## src/rtl/mem_arb_pkg.sv

```systemverilog
// Shared definitions for the memory port arbiter: read-return owner
// encoding, default bus widths and the streak counter width.
package mem_arb_pkg;

  // Who the memory read data arriving next cycle belongs to
  typedef enum logic [1:0] {
    OWNER_NONE = 2'd0,
    OWNER_IF   = 2'd1,
    OWNER_LS   = 2'd2
  } owner_e;

  localparam int DEF_DWIDTH = 16;
  localparam int DEF_AWIDTH = 12;

  // The LS streak counter is 4 bits, so the limit must fit in 1..15
  localparam int STREAK_W   = 4;
  localparam int STREAK_MAX = (1 << STREAK_W) - 1;

  // Clamp a requested streak limit into the range the counter can hold
  function automatic logic [STREAK_W-1:0] clamp_streak(input int limit);
    if (limit < 1) begin
      return STREAK_W'(1);
    end else if (limit > STREAK_MAX) begin
      return STREAK_W'(STREAK_MAX);
    end else begin
      return STREAK_W'(limit);
    end
  endfunction

endpackage

```

## src/rtl/sat_counter.sv

```systemverilog
// Saturating up-counter with synchronous clear. Clear wins over increment;
// once all ones the count holds until cleared.
module sat_counter #(
  parameter int WIDTH = 16
) (
  input  logic             clk,
  input  logic             clr,
  input  logic             inc,
  output logic [WIDTH-1:0] count
);

  logic [WIDTH-1:0] count_q;

  // Count events, stick at the maximum, clear synchronously
  always_ff @(posedge clk) begin
    if (clr) begin
      count_q <= '0;
    end else if (inc && (count_q != {WIDTH{1'b1}})) begin
      count_q <= count_q + WIDTH'(1);
    end
  end

  assign count = count_q;

endmodule

```

## src/rtl/mem_port_arbiter.sv

```systemverilog
// Arbiter sharing one synchronous memory port between instruction fetch (IF)
// and load/store (LS). LS has priority, but after MAX_LS_STREAK consecutive
// LS grants with IF waiting, IF is granted once so fetch always progresses.
// Read data returns one cycle after the grant and is steered to the owner.
// Optional stall statistics are enabled with MEM_PORT_ARBITER_STATS_EN.
module mem_port_arbiter
  import mem_arb_pkg::*;
#(
  parameter int DWIDTH        = DEF_DWIDTH,
  parameter int AWIDTH        = DEF_AWIDTH,
  parameter int MAX_LS_STREAK = 4
) (
  input  logic              clk,
  input  logic              rst,
  // Instruction fetch requester
  input  logic              if_req,
  input  logic [AWIDTH-1:0] if_addr,
  output logic              if_gnt,
  output logic              if_rvalid,
  output logic [DWIDTH-1:0] if_rdata,
  // Load/store requester
  input  logic              ls_req,
  input  logic              ls_we,
  input  logic [AWIDTH-1:0] ls_addr,
  input  logic [DWIDTH-1:0] ls_wdata,
  output logic              ls_gnt,
  output logic              ls_rvalid,
  output logic [DWIDTH-1:0] ls_rdata,
`ifdef MEM_PORT_ARBITER_STATS_EN
  // Stall statistics
  output logic [15:0]       if_stall_cnt,
  output logic [15:0]       ls_stall_cnt,
`endif
  // Memory port
  output logic              mem_en,
  output logic              mem_we,
  output logic [AWIDTH-1:0] mem_addr,
  output logic [DWIDTH-1:0] mem_wdata,
  input  logic [DWIDTH-1:0] mem_rdata
);

  localparam logic [STREAK_W-1:0] STREAK_LIMIT = clamp_streak(MAX_LS_STREAK);

  owner_e              owner_q;
  owner_e              owner_d;
  logic [STREAK_W-1:0] streak_q;
  logic [STREAK_W-1:0] streak_d;
  logic                streak_full;
  logic                if_win;
  logic                ls_win;

  assign streak_full = (streak_q == STREAK_LIMIT);

  // Pick this cycle's winner: LS first unless IF has waited out the streak
  always_comb begin
    if_win = 1'b0;
    ls_win = 1'b0;
    if (!rst) begin
      if (ls_req && !(if_req && streak_full)) begin
        ls_win = 1'b1;
      end else if (if_req) begin
        if_win = 1'b1;
      end
    end
  end

  assign if_gnt = if_win;
  assign ls_gnt = ls_win;

  // Drive the memory port from the winner; idle port is fully quiet
  always_comb begin
    mem_en    = 1'b0;
    mem_we    = 1'b0;
    mem_addr  = '0;
    mem_wdata = '0;
    if (ls_win) begin
      mem_en    = 1'b1;
      mem_we    = ls_we;
      mem_addr  = ls_addr;
      mem_wdata = ls_wdata;
    end else if (if_win) begin
      mem_en    = 1'b1;
      mem_addr  = if_addr;
    end
  end

  // Work out who owns the read data coming back next cycle
  always_comb begin
    owner_d = OWNER_NONE;
    if (if_win) begin
      owner_d = OWNER_IF;
    end else if (ls_win && !ls_we) begin
      owner_d = OWNER_LS;
    end
  end

  // Read-return owner register; reset drops any read in flight
  always_ff @(posedge clk) begin
    if (rst) begin
      owner_q <= OWNER_NONE;
    end else begin
      owner_q <= owner_d;
    end
  end

  // Count LS grants that kept a waiting IF out; any IF grant or idle IF clears
  always_comb begin
    streak_d = streak_q;
    if (ls_win && if_req) begin
      streak_d = streak_q + STREAK_W'(1);
    end else if (if_win || !if_req) begin
      streak_d = '0;
    end
  end

  // Streak register
  always_ff @(posedge clk) begin
    if (rst) begin
      streak_q <= '0;
    end else begin
      streak_q <= streak_d;
    end
  end

  // Steer returning read data; suppress valids while reset is held
  always_comb begin
    if_rvalid = !rst && (owner_q == OWNER_IF);
    ls_rvalid = !rst && (owner_q == OWNER_LS);
    if_rdata  = mem_rdata;
    ls_rdata  = mem_rdata;
  end

`ifdef MEM_PORT_ARBITER_STATS_EN
  // Cycles each requester spent waiting with its request up
  sat_counter #(
    .WIDTH(16)
  ) u_if_stall (
    .clk  (clk),
    .clr  (rst),
    .inc  (if_req && !if_gnt),
    .count(if_stall_cnt)
  );

  sat_counter #(
    .WIDTH(16)
  ) u_ls_stall (
    .clk  (clk),
    .clr  (rst),
    .inc  (ls_req && !ls_gnt),
    .count(ls_stall_cnt)
  );
`endif

endmodule

```

## config.mk

```make
export PLATFORM = sky130hd
export DESIGN_NAME = mem_port_arbiter
export DESIGN_NICKNAME = d
export VERILOG_FILES = /design/src/rtl/mem_arb_pkg.sv /design/src/rtl/sat_counter.sv /design/src/rtl/mem_port_arbiter.sv
export SDC_FILE = /design/constraint.sdc
export NUM_CORES = 1
export LEC_CHECK = 0
export BUFFER_PORTS_ARGS = -buffer_cell sky130_fd_sc_hd__buf_2
export CAP_MARGIN = 20
export CORE_ASPECT_RATIO = 1.75
export CORE_MARGIN = 5
export CORE_UTILIZATION = 25
export DETAILED_ROUTE_END_ITERATION = 10
export GPL_ROUTABILITY_DRIVEN = 1
export HOLD_SLACK_MARGIN = 0.15
export PLACE_DENSITY = 0.81
export SETUP_SLACK_MARGIN = 0.2
export SYNTH_ARGS = -nofsm -noshare
export SYNTH_HDL_FRONTEND = slang
export SYNTH_SLANG_ARGS = --single-unit
```

## constraint.sdc

```tcl
create_clock -name clk -period 1.3 [get_ports clk]
set_input_delay 0 -clock clk [delete_from_list [all_inputs] [get_ports clk]]
set_output_delay 0 -clock clk [all_outputs]
set_load 0.03 [all_outputs]
```

# --- After elaboration in Yosys (flattened, before gate mapping) ---
# Index checks and enable logic that the tools add are counted.
word_totals:
  wordCells: 35
  input_bits: 61
  ff_bits: 6
  out_inout_bits: 66
op_classes:
  n_addsub: 1
  n_eq_ne: 3
  reduce_logical: 13
  muxes: 15
op_table:
  columns: ["cell", "n"]
  rows:
  - ["12-bit two-way mux", 2]
  - ["16-bit two-way mux", 1]
  - ["1-bit two-way mux", 9]
  - ["4-bit two-way mux", 2]
  - ["1-bit logical AND", 6]
  - ["4-bit by 1-bit adder with 4-bit output, second input constant", 1]
  - ["4-bit by 3-bit == test with 1-bit output, second input constant", 1]
  - ["1-bit zero test", 4]
  - ["2-bit by 1-bit == test with 1-bit output, second input constant", 1]
  - ["2-bit == test, second input constant", 1]
  - ["2-bit two-way mux", 1]
  - ["2-bit nonzero test", 1]
  - ["2-bit OR reduction", 1]
  - ["1-bit logical OR", 1]

# --- Depth between registers and ports, before layout ---
depth:
  word_depth: 9
  ltp_mapped: 6

# --- Worst setup path before layout ---
# OpenSTA, ideal clock, no wires.
synth_path:
  path_type: "register to output"
  from: "register streak_q[0]"
  to: "output port mem_wdata[1]"
  stages_incl_launch_ff: 7
  path_buffers: 1
  slack_ps: -163
  required_time_ps: 1300
  arrival_ps: 1463
  path_cell_list: "dfxtp_1 > inv_1 > ha_1 > nand3b_4 > o211a_4 > buf_2 > and2_1"
synth_between:
  elab_chain_cells: 7
synth_rtl:
  columns: ["element", "line_no", "rtl"]
  rows:
  - ["from (decl)", "mem_port_arbiter.sv:46", "logic [STREAK_W-1:0] streak_q;"]
  - ["from (signal assigned)", "mem_port_arbiter.sv:121", "streak_q <= streak_d;"]
  - ["4-bit by 3-bit == test with 1-bit output", "mem_port_arbiter.sv:52", "assign streak_full = (streak_q == STREAK_LIMIT);"]
  - ["1-bit logical AND", "mem_port_arbiter.sv:59", "if (ls_req && !(if_req && streak_full)) begin"]
  - ["1-bit zero test", "mem_port_arbiter.sv:59", null]
  - ["1-bit logical AND", "mem_port_arbiter.sv:59", null]
  - ["1-bit two-way mux", "mem_port_arbiter.sv:59", null]
  - ["1-bit two-way mux", "mem_port_arbiter.sv:58", "if (!rst) begin"]
  - ["via ls_gnt", "mem_port_arbiter.sv:26", "output logic ls_gnt,"]
  - ["16-bit two-way mux", "mem_port_arbiter.sv:76", "if (ls_win) begin"]
  - ["to (decl)", "mem_port_arbiter.sv:38", "output logic [DWIDTH-1:0] mem_wdata,"]
# The timed path passes the listed nets, and every way through them passes these cells.

# --- Final worst setup path ---
layout_path:
  from: "register streak_q[1]"
  to: "output port mem_addr[6]"
layout_between:
  elab_chain_cells: 8
  elab_cells_between_ends: 10
  cone_classes: "eq/ne: 1; mux: 6; reduce/logical: 3"
layout_rtl:
  columns: ["element", "line_no", "rtl"]
  rows:
  - ["4-bit by 3-bit == test with 1-bit output *", "mem_port_arbiter.sv:52", null]
  - ["1-bit logical AND *", "mem_port_arbiter.sv:59", null]
  - ["1-bit zero test *", "mem_port_arbiter.sv:59", null]
  - ["1-bit logical AND *", "mem_port_arbiter.sv:59", null]
  - ["1-bit two-way mux", "mem_port_arbiter.sv:59", null]
  - ["1-bit two-way mux", "mem_port_arbiter.sv:58", null]
  - ["12-bit two-way mux", "mem_port_arbiter.sv:81", "end else if (if_win) begin"]
  - ["12-bit two-way mux *", "mem_port_arbiter.sv:76", null]
  - ["to (decl)", "mem_port_arbiter.sv:37", "output logic [AWIDTH-1:0] mem_addr,"]
# Every way passes the cells marked *; elsewhere a longest branch is shown, timed or not.

==> metrics.cfg <==
[timing]
finalSetupViolations = 32
final-hold-violation-count = 0
whs_ps = 241
max_freq_mhz = 621
worstMarginPinSlew_ps = 617
fin_setup_tns_ps = -8620
clock_skew_ps = 7.89
setup_ws_ps = -310
rsz0062_at_grt = yes
period_share = 1.24
post-route-min-period_ps = 1610
slew_headroom = 0.587
slew_viol_final = 0

[worst_setup_path]
crit_arrival_ps = 1610
reg2reg_from = streak_q[1]
reg2reg_slack_ps = -10
crit_start = streak_q[1]
cp-start-kind = flop
cp-end-kind = output pin
path_max_fanout = 8
worstPathRequired_ps = 1300
rr_endpoint = owner_q[1]
r2r_cells = 6
critical_path_class = flop to output pin

[detailed_routing]
drt-initial-drc-count = 2
ant_nets = 0
vias = 976
wl_um = 3390
drc = 0
avgViaCountPerCell = 4.54
wl_per_cell_um = 15.7
firstDrtPassIters = 2

[global_route]
grt_antenna_before_repair = 0
gr-usage-all-layers = 0.154
grt_max_degree = 14
grt_pass1_vias = 1157
grt_first_pass_wirelength_um = 5160
overflow = 0

[min_path]
hold_path_end = streak_q[1]
hold_depth = 3
hold_path_startpoint = ls_req
hold_path.class = input port to flop

[logic_synthesis]
ys.flop_type = dfxtp_1
syn_inst = 95
synth-seq-cells = 6
yosysUniqueCellTypes = 19
synth_compound_area_frac = 0.190
synthMuxAreaShare = 0
synth-async-reset-ratio = 0
yosys.cell_count.top_type = buf_4
avgSynthCellArea_um2 = 8.34
netlist_area_um2 = 792
yosys.area.top_type = buf_4
synthAdderAreaFrac = 0.0316
yosys-top-cells-area = buf_4, dfxtp_1, and2_1, a22o_1, buf_6
synth_edf_count = 0
synth_nets = 158
synth_common_cells = buf_4, and2_1, a22o_1, dfxtp_1, nor2_1
synthXorXnorAreaFrac = 0.0221
ys_seq_area_frac = 0.152
synth_top_cell_area_share = 0.303
synth_top_family_by_area = buffers and inverters
ys_warn_count = 0
synth_simple_gate_area_share = 0.229

[cts]
h-tree-depth = 1
cts_tree = yes
clk_latency_ps = 230
clk_pin_slew_worst_paths_ps = 40
clk_path_buf_depth = 2
numCtsBuffers = 3
cts.sinks = 6
cts-root-buf = clkbuf_8

[floorplan]
fp-row-count = 27
ios = 127
dieArea_um2 = 4440
core_area_um2 = 3110
fp.dieW_um = 52.5
dieHeight_um = 84.5
initial_core_util = 0.255

[pwr]
ir_worst_vdd_v = 0.000299
power_density_nw_per_um2 = 651
p_leak_nw = 0.849

[layout]
stdcell_count = 215
post-route-util = 0.550
drive_above_1_share = 0.756
diodes = 0
nets = 237
area_delta_synth_final_pct = 116
fillers = 286
design_area_um2 = 1710

[status]
status = complete, but fails checks
violations = negative setup slack

[placed_design]
place_inst = 185
dpl_cell_area_um2 = 1160
place.gp.congestion = 0.703
port_buffers = 78

[flow_run]
maxCapViolations = 0

## cells in the final DEF (no fill, tap or decap), types with 2 or more instances in the layout
master         instances
buf_4                  6
clkbuf_8               3
o211a_4                4
and2_4                17
inv_1                  3
dlygate4sd3_1         20
buf_12                 2
nor2_1                 6
a22o_4                12
dfxtp_1                4
inv_2                  2
buf_2                 47
buf_6                 31
nor3b_1                2
dfxtp_2                2
## sequential cells by signal, indices dropped and copies added (netlist names)
| register | count |
|---|---|
| streak_q | 4 |
| owner_q | 2 |
## power breakdown
| part | internal, W | switching [W] |
|---|---|---|
| Clock | 0.000200 | 0.0000932 |
| Sequential | 0.000190 | 0.00000234 |
| Combinational | 0.000276 | 0.000351 |
## worst max-delay path by stage
stage	end	slack, ps
after global routing	mem_addr[6]	-370
after global placement	mem_addr[4]	-140
after floorplan	mem_addr[10]	-9
final	mem_addr[6]	-310
after detailed placement	mem_addr[6]	-170
after CTS	mem_wdata[15]	-320
## stage by stage
step	power [W]	setup slack, ps
after floorplan	0.000614	-9.03
after global placement	0.000548	-139
after detailed placement	0.000554	-170
after CTS	0.00110	-320
after global routing	0.00117	-374
final	0.00111	-310
## cell families after synthesis
group,count (synthesis)
buffers and inverters,41
flip-flops,6
XOR/XNOR,2
AND/OR/NAND/NOR,29
AO/OA/AOI/OAI,15
adder cells (fa/ha/maj),2
## what timing repair did
item,CTS,global route
setup buffers,3,1
pin swaps,2,3
gates cloned,3,0
setup endpoints to repair,32,36
resized for setup,52,16
endpoints found under the hold margin,35,0
hold buffers,20,0
## critical path: stages, from the launching register on
cell and delay, ps:
dfxtp_2 310, inv_2 70, ha_4 140, nand3b_4 120
o211a_4 320, a22o_4 280, buf_6 130
## final cells by class
cell class | instances | area, um2 | area share
sequential | 6 | 123 | 0.0718
tap | 43 | 53.8 | 0.0315
timing repair buffer | 107 | 885 | 0.518
inverter | 5 | 18.8 | 0.0110
multi-input combinational | 51 | 587 | 0.344
clock buffer | 3 | 41.3 | 0.0242
## per-layer routing
metal / track usage / wire [um] / vias to the layer above
met5: 0 / 0 / -
met4: 0.0512 / 34 / 0
met3: 0.0426 / 407 / 4
met2: 0.304 / 1910 / 94
met1: 0.139 / 1030 / 434
li1: - / - / 444
Note: power is estimated with default switching activity, not from simulation.
